==> src/rtl/reaction_ctrl.sv <==
// Reaction-timer game controller: random stimulus delay, BCD counter
// enable/clear generation, stimulus and cheat LED drive.
module reaction_ctrl #(
  parameter int unsigned LFSR_W    = 10,
  parameter int unsigned MIN_DELAY = 1000,
  parameter int unsigned DLY_W     = 12
) (
  input  logic              clk,
  input  logic              ar,
  input  logic              tick,
  input  logic              start_btn,
  input  logic              react_btn,
  input  logic [LFSR_W-1:0] lfsr,
  input  logic              ctr_full,
  output logic              ctr_en,
  output logic              ctr_clr_n,
  output logic              stim_led,
  output logic              cheat_led,
  output logic              timeout,
  output logic              busy,
  output logic [2:0]        state
);

  localparam logic [2:0] S_IDLE   = 3'd0;
  localparam logic [2:0] S_WAIT   = 3'd1;
  localparam logic [2:0] S_TIMING = 3'd2;
  localparam logic [2:0] S_DONE   = 3'd3;
  localparam logic [2:0] S_CHEAT  = 3'd4;

  logic [2:0]       state_q, state_d;
  logic [DLY_W-1:0] delay_cnt_q, delay_cnt_d;
  logic             timeout_q, timeout_d;
  logic             ctr_clr_n_q, ctr_clr_n_d;
  logic             start_q, react_q;
  logic             start_rise, react_rise;
  logic             ctr_en_d;

  assign start_rise = start_btn & ~start_q;
  assign react_rise = react_btn & ~react_q;

  // State, delay counter, timeout flag and clear pulse registers
  always_ff @(posedge clk or negedge ar) begin
    if (!ar) begin
      state_q     <= S_IDLE;
      delay_cnt_q <= '0;
      timeout_q   <= 1'b0;
      ctr_clr_n_q <= 1'b0;
      start_q     <= 1'b0;
      react_q     <= 1'b0;
    end else begin
      state_q     <= state_d;
      delay_cnt_q <= delay_cnt_d;
      timeout_q   <= timeout_d;
      ctr_clr_n_q <= ctr_clr_n_d;
      start_q     <= start_btn;
      react_q     <= react_btn;
    end
  end

  // Next-state, delay reload/countdown and counter enable
  always_comb begin
    state_d     = state_q;
    delay_cnt_d = delay_cnt_q;
    timeout_d   = timeout_q;
    ctr_clr_n_d = 1'b1;
    ctr_en_d    = 1'b0;

    case (state_q)
      S_IDLE, S_DONE, S_CHEAT: begin
        // A new run may start from any resting state
        if (start_rise) begin
          state_d     = S_WAIT;
          delay_cnt_d = DLY_W'(MIN_DELAY) + DLY_W'(lfsr);
          timeout_d   = 1'b0;
          ctr_clr_n_d = 1'b0;
        end
      end
      S_WAIT: begin
        if (react_rise) begin
          state_d = S_CHEAT;
        end else if (tick && (delay_cnt_q <= DLY_W'(1))) begin
          state_d = S_TIMING;
        end else if (tick) begin
          delay_cnt_d = delay_cnt_q - DLY_W'(1);
        end
      end
      S_TIMING: begin
        // A tick landing on the press cycle is not counted
        ctr_en_d = tick & ~react_rise & ~ctr_full;
        if (react_rise) begin
          state_d   = S_DONE;
          timeout_d = 1'b0;
        end else if (ctr_full) begin
          state_d   = S_DONE;
          timeout_d = 1'b1;
        end
      end
      default: begin
        state_d = S_IDLE;
      end
    endcase
  end

  // Moore decodes of the state register
  always_comb begin
    stim_led  = (state_q == S_TIMING);
    cheat_led = (state_q == S_CHEAT);
    busy      = (state_q == S_WAIT) || (state_q == S_TIMING);
    state     = state_q;
    timeout   = timeout_q;
    ctr_clr_n = ctr_clr_n_q;
    ctr_en    = ctr_en_d;
  end

endmodule

==> config.mk <==
export PLATFORM = sky130hd
export DESIGN_NAME = reaction_ctrl
export DESIGN_NICKNAME = d
export VERILOG_FILES = /design/src/rtl/reaction_ctrl.sv
export SDC_FILE = /design/constraint.sdc
export NUM_CORES = 1
export LEC_CHECK = 0
export BUFFER_PORTS_ARGS = -buffer_cell sky130_fd_sc_hd__buf_2
export CORE_UTILIZATION = 40
export CTS_CLUSTER_DIAMETER = 200
export DETAILED_ROUTE_END_ITERATION = 16
export PLACE_DENSITY_LB_ADDON = 0.08
export SLEW_MARGIN = 20
export SYNTH_ARGS = -nofsm -noshare
export SYNTH_HDL_FRONTEND = slang
export SYNTH_SLANG_ARGS = --single-unit
==> constraint.sdc <==
create_clock -name clk -period 3 [get_ports clk]
set_clock_uncertainty 0.05 [all_clocks]
set_input_delay 0.6 -clock clk [delete_from_list [all_inputs] [get_ports clk]]
set_output_delay 0.6 -clock clk [all_outputs]
set_load 0.03 [all_outputs]
==> out/qor.yml, run 1 <==
synth_xor_area_frac: 0.03415
drtIter0Drc: 60
synth_area_leader_cell: "dfrtp_1"
clockBufferDepth: 2
crit_buf_inv: 3
drive_gt1_frac: 0.2118
syn_avg_cell_area_um2: 8.665
cp_slowest_cell: "dfrtp_1"
cts_tree: "built"
grt_max_degree: 22
std_cell_rows: 20
critical_path.most_common_cell: "inv_1"
routed_wl_um: 3012
cts_resized: 0
nets: 190
cp_max_fo: 10
layout_commonest_cell: "buf_2"
synth_seq_cells: 19
cts-root-buf: "clkbuf_4"
crit_family: "flip-flops"
gp_congestion: 0.8234
synthSimpleGateAreaFrac: 0.2634
dr.pass1.iters: 4
end_kind: "primary output"
synth_cell_types: 43
fmax_ghz: 0.3861
critPathKind: "register to primary output"
hold_viol_final: 0
dp_hpwl_um: 2232
async_flop_share: 1.000
power.density_nw_per_um2: 817.5
vias: 1196
die_y_um: 58.63
layout_setup_ws_ns: 0.4103
ys.flop_type: "dfrtp_1"
synth-compound-area-share: 0.2488
grtUsageTotal: 0.1930
drc_errors: 0
post-cts-setup-buffers: 0
min_period_ns: 2.590
holdWs_ns: 0.1736
cts_hold_buf: 0
antenna_cells: 0
wl_per_cell_um: 14.07
synth_top_family_by_area: "simple AND/OR/NAND/NOR gates"
maxSlewHeadroom: 0.6092
clock_sinks: 19
syn_to_final_growth_pct: 13.17
synthMuxAreaShare: 0.007805
antenna_left: 0
utilization: 0.4754
mostFrequentLayoutCells: "buf_2 (24), nand2_1 (21), dfrtp_1 (19), o21ai_0 (13), nor2_1 (8)"
clk_latency_ns: 0.30
cts_buffers: 3
synthesis.nets: 167
status: "finished, final reports clean"
h-tree-depth: 1
overflow: 0
crit_chain: "inv_1 > or3_1 > inv_1 > nand2_1 > nor3b_1 > buf_2"
grt_pass1_vias: 1075
synth_area_um2: 1282
worst_ep_required_time_ns: 2.35
clkTransAtPathRegs_ns: 0.12
dpl.cell_count: 210
antenna_found_initial: 0
avgViaCountPerCell: 5.589
netlist.area_leader.share: 0.3707
start_util: 0.4201
min_path_type: "input port to async pin"
fin_cells: 214
grt_pass1_wl_um: 4912
synth.area.top_cells: "dfrtp_1 (37%), nand2_1 (6.1%), o21ai_0 (5.1%)"
syn-instance-count: 148
finalCritPeriodShare: 0.8632
setup_viol: 0
io_buffers: 24
worstPathArrival_ns: 1.94
rsz0062_at_grt: "no"
cap_violations: 0
yosys_warnings: 0
place_worst_setup_slack_ns: 0.7553
die_w_um: 58.63
io_pins: 25
coreArea_um2: 3053
tns_ns: 0
ys_seq_area_frac: 0.3707
p_leak_nw: 0.6384
synth_edf_count: 0
nFillCells: 319
ir_drop_v: 0.0002738
worstMarginPinSlew_ns: 0.5861
start_kind: "register"
critical-path-max-stage-delay_ns: 0.62
die_area_um2: 3437
report.final.slew_viol_count: 0
synth_fa_ha_area_frac: 0.02927
## stage by stage
step | area (µm²) | power (mW)
after floorplan | 1282 | 0.9234
after global placement | 1425 | 1.051
after detailed placement | 1425 | 1.061
after CTS | 1451 | 1.193
after global routing | 1451 | 1.282
final | 1451 | 1.186
## state kept, by name, indices dropped and copies added (netlist names)
| register | cells |
|---|---|
| delay_cnt_q | 12 |
| start_q | 1 |
| ctr_clr_n | 1 |
| react_q | 1 |
| timeout | 1 |
| state | 3 |
## cell families (layout without fill, tap and decap cells)
family / after synthesis / after routing
AO/OA/AOI/OAI: 47 / 47
XOR/XNOR: 5 / 5
adder cells (fa/ha/maj): 3 / 3
buffers and inverters: 12 / 34
flip-flops: 19 / 19
multiplexers: 1 / 1
AND/OR/NAND/NOR: 61 / 61
## area by class of cell
cell class                 instances  area (µm²)  share of cell area
sequential                        19       475.5              0.3276
clock buffer                       4       26.28             0.01810
tap                               44       55.05             0.03793
multi-input combinational        117       748.2              0.5155
inverter                           5       18.77             0.01293
timing repair buffer              25       127.6             0.08793
## layer usage
layer | track usage | part of all wire | vias up
li1 | - | - | 590
met1 | 0.2403 | 0.44 | 565
met2 | 0.3366 | 0.50 | 39
met3 | 0.02637 | 0.047 | 2
met4 | 0.07823 | 0.0066 | 0
met5 | 0 | 0 | -
## cell usage after synthesis (4+ instances only)
cell type and n:
inv_1 5, o31ai_1 5, nand3_1 7, nor4_1 4
nor2_1 8, o21ai_0 13, a22o_1 5, nand2_1 21
dfrtp_1 19, buf_2 5, a21oi_1 7
## worst register-to-register path, cell delays in order (launching register included)
cell	delay (ns)
dfrtp_1	0.42
inv_1	0.10
ha_1	0.28
nor3b_1	0.32
nand2_1	0.20
nor4_1	0.21
o21ai_0	0.11
a32o_1	0.24
## power breakdown
group          leakage [nW]  switching (mW)  internal [mW]
clock network        0.0150          0.0776         0.0517
registers             0.230           0.123          0.344
logic                 0.393           0.361          0.229
total                 0.638           0.562          0.625
## path summary, 6_finish.rpt
kind                            slack [ns]                        from  cells past startpoint                     endpoint
worst max-delay path                  0.41        state[1]$_DFFE_PN0P_                      6                       ctr_en
worst min-delay path                  0.17                          ar                      1          timeout$_DFFE_PN0P_
worst max register to register        0.96  delay_cnt_q[1]$_DFFE_PN0P_                      7  delay_cnt_q[10]$_DFFE_PN0P_
worst min register to register        0.47  delay_cnt_q[6]$_DFFE_PN0P_                      1   delay_cnt_q[6]$_DFFE_PN0P_
max in group asynchronous             2.41                          ar                      1  delay_cnt_q[10]$_DFFE_PN0P_
min in group clk                      0.37                   start_btn                      1            start_q$_DFF_PN0_
Power figures use the tool's default switching activity.
==> run 2, diff against run 1 <==
--- a/config.mk
+++ b/config.mk
@@ -5,7 +5,9 @@
 export SDC_FILE = /design/constraint.sdc
 export NUM_CORES = 1
 export LEC_CHECK = 0
+export ABC_AREA = 1
 export BUFFER_PORTS_ARGS = -buffer_cell sky130_fd_sc_hd__buf_2
+export CAP_MARGIN = 10
 export CORE_UTILIZATION = 40
 export CTS_CLUSTER_DIAMETER = 200
 export DETAILED_ROUTE_END_ITERATION = 16
==> out/qor.yml, run 2 <==
grt_max_degree: 20  # was 22
cap_violations: 0  # unchanged
fmax_ghz: 0.4557  # was 0.3861 GHz
cts_tree: "built"  # unchanged
finalCritPeriodShare: 0.7315  # was 0.8632
cts_buffers: 3  # unchanged
synthesis.nets: 243  # was 167
utilization: 0.4698  # was 0.4754
critical-path-max-stage-delay_ns: 0.47  # was 0.62 ns
synth_area_leader_cell: "dfrtp_1"  # unchanged
routed_wl_um: 3052  # was 3012 µm
cp_max_fo: 5  # was 10
clkTransAtPathRegs_ns: 0.11  # was 0.12 ns
cts_resized: 0  # unchanged
postLayoutCellArea_um2: 1568  # was 1451 µm²
synth_cell_types: 21  # was 43
min_path_type: "input port to async pin"  # unchanged
antenna_left: 0  # unchanged
r2r_slack_ns: 1.09  # was 0.96 ns
p_clk_frac: 0.083  # was 0.109
avgViaCountPerCell: 4.551  # was 5.589
synth_area_um2: 1396  # was 1282 µm²
syn-instance-count: 224  # was 148
p_leak_nw: 0.9159  # was 0.6384 nW
r2r_start: "delay_cnt_q[0]$_DFFE_PN0P_"  # was delay_cnt_q[1]$_DFFE_PN0P_
seqPwrFrac: 0.286  # was 0.394
ir_drop_v: 0.0006299  # was 0.0002738 V
p_comb_frac: 0.631  # was 0.497
synth_common_cells: "nand2_1 (99), nor2_1 (29), inv_1 (25)"  # was nand2_1 (21), dfrtp_1 (19), o21ai_0 (13)
internal_power_uw: 740.7  # was 624.8 µW
reg2reg_depth: 11  # was 7
syn_to_final_growth_pct: 12.28  # was 13.17%
dpl.cell_count: 290  # was 210
critPathKind: "register to primary output"  # unchanged
cts_hold_buf: 0  # unchanged
coreArea_um2: 3337  # was 3053 µm²
layout_commonest_cell: "nand2_1"  # was buf_2
drtIter0Drc: 24  # was 60
end_kind: "primary output"  # unchanged
fin_cells: 294  # was 214
synth_seq_cells: 19  # unchanged
clk_latency_ns: 0.31  # was 0.30 ns
maxSlewHeadroom: 0.6021  # was 0.6092
hold_viol_final: 0  # unchanged
drc_errors: 0  # unchanged
grt_pass1_wl_um: 5375  # was 4912 µm
syn_avg_cell_area_um2: 6.234  # was 8.665 µm²
cts-root-buf: "clkbuf_4"  # unchanged
h-tree-depth: 1  # unchanged
power.density_nw_per_um2: 1044  # was 817.5 nW/µm²
synth_edf_count: 0  # unchanged
vias: 1338  # was 1,196
top_layer: "met4"  # unchanged
dr.pass1.iters: 4  # unchanged
std_cell_rows: 21  # was 20
ys_seq_area_frac: 0.3405  # was 0.3707
top_register: "delay_cnt_q"  # unchanged
cp_slowest_cell: "dfrtp_1"  # unchanged
swShare: 0.5474  # was 0.4734
rsz0062_at_grt: "no"  # unchanged
synth_most_common_cell: "nand2_1"  # unchanged
met2_length_um: 1438  # was 1518 µm
power_switching_uw: 895.7  # was 561.7 µW
dp_hpwl_um: 2367  # was 2232 µm
start_util: 0.4184  # was 0.4201
grt_pass1_vias: 1245  # was 1,075
yosys_warnings: 0  # unchanged
worstPathArrival_ns: 1.54  # was 1.94 ns
clockBufferDepth: 2  # unchanged
wl_per_cell_um: 10.38  # was 14.07 µm
crit_chain: "inv_2 > nand3_1 > nor2_1 > nand2_1 > nor2_1 > buf_2"  # was inv_1 > or3_1 > inv_1 > nand2_1 > nor3b_1 > buf_2
wl_met3_um: 123  # was 142 µm
die_w_um: 61.09  # was 58.63 µm
antenna_cells: 0  # unchanged
overflow: 0  # unchanged
io_buffers: 24  # unchanged
clock_sinks: 19  # unchanged
mostFrequentLayoutCells: "nand2_1 (99), nor2_1 (29), inv_1 (25), buf_2 (24), dfrtp_1 (19)"  # was buf_2 (24), nand2_1 (21), dfrtp_1 (19), o21ai_0 (13), nor2_1 (8)
critical_path.most_common_cell: "nor2_1"  # was inv_1
layout_setup_ws_ns: 0.8054  # was 0.4103 ns
worstMarginPinSlew_ns: 0.5968  # was 0.5861 ns
gp_congestion: 0.8313  # was 0.8234
worst_ep_required_time_ns: 2.35  # about the same
tns_ns: 0  # unchanged
antenna_found_initial: 0  # unchanged
postPlaceCellArea_um2: 1541  # was 1425 µm²
setup_viol: 0  # unchanged
ys.flop_type: "dfrtp_1"  # unchanged
rr_endpoint: "delay_cnt_q[8]$_DFFE_PN0P_"  # was delay_cnt_q[10]$_DFFE_PN0P_
die_y_um: 61.09  # was 58.63 µm
min_period_ns: 2.195  # was 2.590 ns
start_kind: "register"  # unchanged
die_area_um2: 3731  # was 3437 µm²
async_flop_share: 1.000  # unchanged
netlist.area_leader.share: 0.3405  # was 0.3707
largest_register_ffs: 12  # unchanged
crit_family: "simple AND/OR/NAND/NOR gates"  # was flip-flops
synth.area.top_cells: "dfrtp_1 (34%), nand2_1 (27%), nor2_1 (7.8%)"  # was dfrtp_1 (37%), nand2_1 (6.1%), o21ai_0 (5.1%)
nets: 268  # was 190
grtUsageTotal: 0.2003  # was 0.1930
crit_buf_inv: 2  # was 3
wl_met1_um: 1415  # was 1330 µm
place_worst_setup_slack_ns: 1.037  # was 0.7553 ns
io_pins: 25  # unchanged
report.final.slew_viol_count: 0  # unchanged
drive_gt1_frac: 0.1573  # was 0.2118
post-cts-setup-buffers: 0  # unchanged
status: "finished, final reports clean"  # unchanged
-- run 2: changes by cell type after synthesis, moves of 4 or more --
cell,previous run,this run
o31ai_1,5,0
nand2_2,0,4
nand2_1,21,99
nand3_1,7,15
a21oi_1,7,1
a22o_1,5,0
nor2_1,8,29
inv_2,0,4
inv_1,5,25
o21ai_0,13,8
nor4_1,4,0
-- run 2: cell families after synthesis --
family,share of synthesized area
and+or+nand+nor,0.4453
buffers and inverters,0.1013
DFF,0.3405
AOI/OAI and AO/OA,0.04838
xor gates and xnor gates,0.03764
adders and majority gates,0.02688
-- run 2: power by group through the flow --
stage | sequential, mW | clock, mW | combinational, mW
2_1_floorplan | 0.502 | 0 | 0.822
3_3_place_gp | 0.477 | 0 | 1.04
3_5_place_dp | 0.475 | 0 | 1.05
4_1_cts | 0.471 | 0.142 | 1.06
5_1_grt | 0.487 | 0.150 | 1.22
6_report | 0.468 | 0.136 | 1.03
-- run 2: how the worst max path moves through the flow --
| stage | end | cells past startpoint | startpoint | slack [ns] |
|---|---|---|---|---|
| after global routing | ctr_en | 6 | state[0]$_DFFE_PN0P_ | 0.66 |
| after floorplan | ctr_en | 5 | state[0]$_DFFE_PN0P_ | 0.95 |
| final | ctr_en | 6 | state[0]$_DFFE_PN0P_ | 0.81 |
| after CTS | ctr_en | 6 | state[0]$_DFFE_PN0P_ | 0.80 |
| after detailed placement | ctr_en | 7 | react_btn | 1.04 |
| after global placement | ctr_en | 7 | react_btn | 1.04 |
-- run 2: metrics by stage --
step,total power [mW],hold slack (ns)
CTS,1.669,0.1765
finish,1.636,0.1690
detailed placement,1.527,0.4510
global placement,1.522,0.4321
global route,1.855,0.2025
floorplan,1.324,0.2544
-- run 2: routing by layer --
metal  global-route usage  vias to the layer above
li1                     -                      726
met1               0.2461                      576
met2               0.3401                       29
met3              0.03571                        7
met4              0.09416                        0
met5                    0                        -
-- run 2: layout make-up --
cell class                 count  area, µm²
fill                         377       1769
multi-input combinational    172      779.5
sequential                    19      475.5
timing repair buffer          24      120.1
inverter                      29      108.9
tap                           46      57.56
clock buffer                   4      26.28
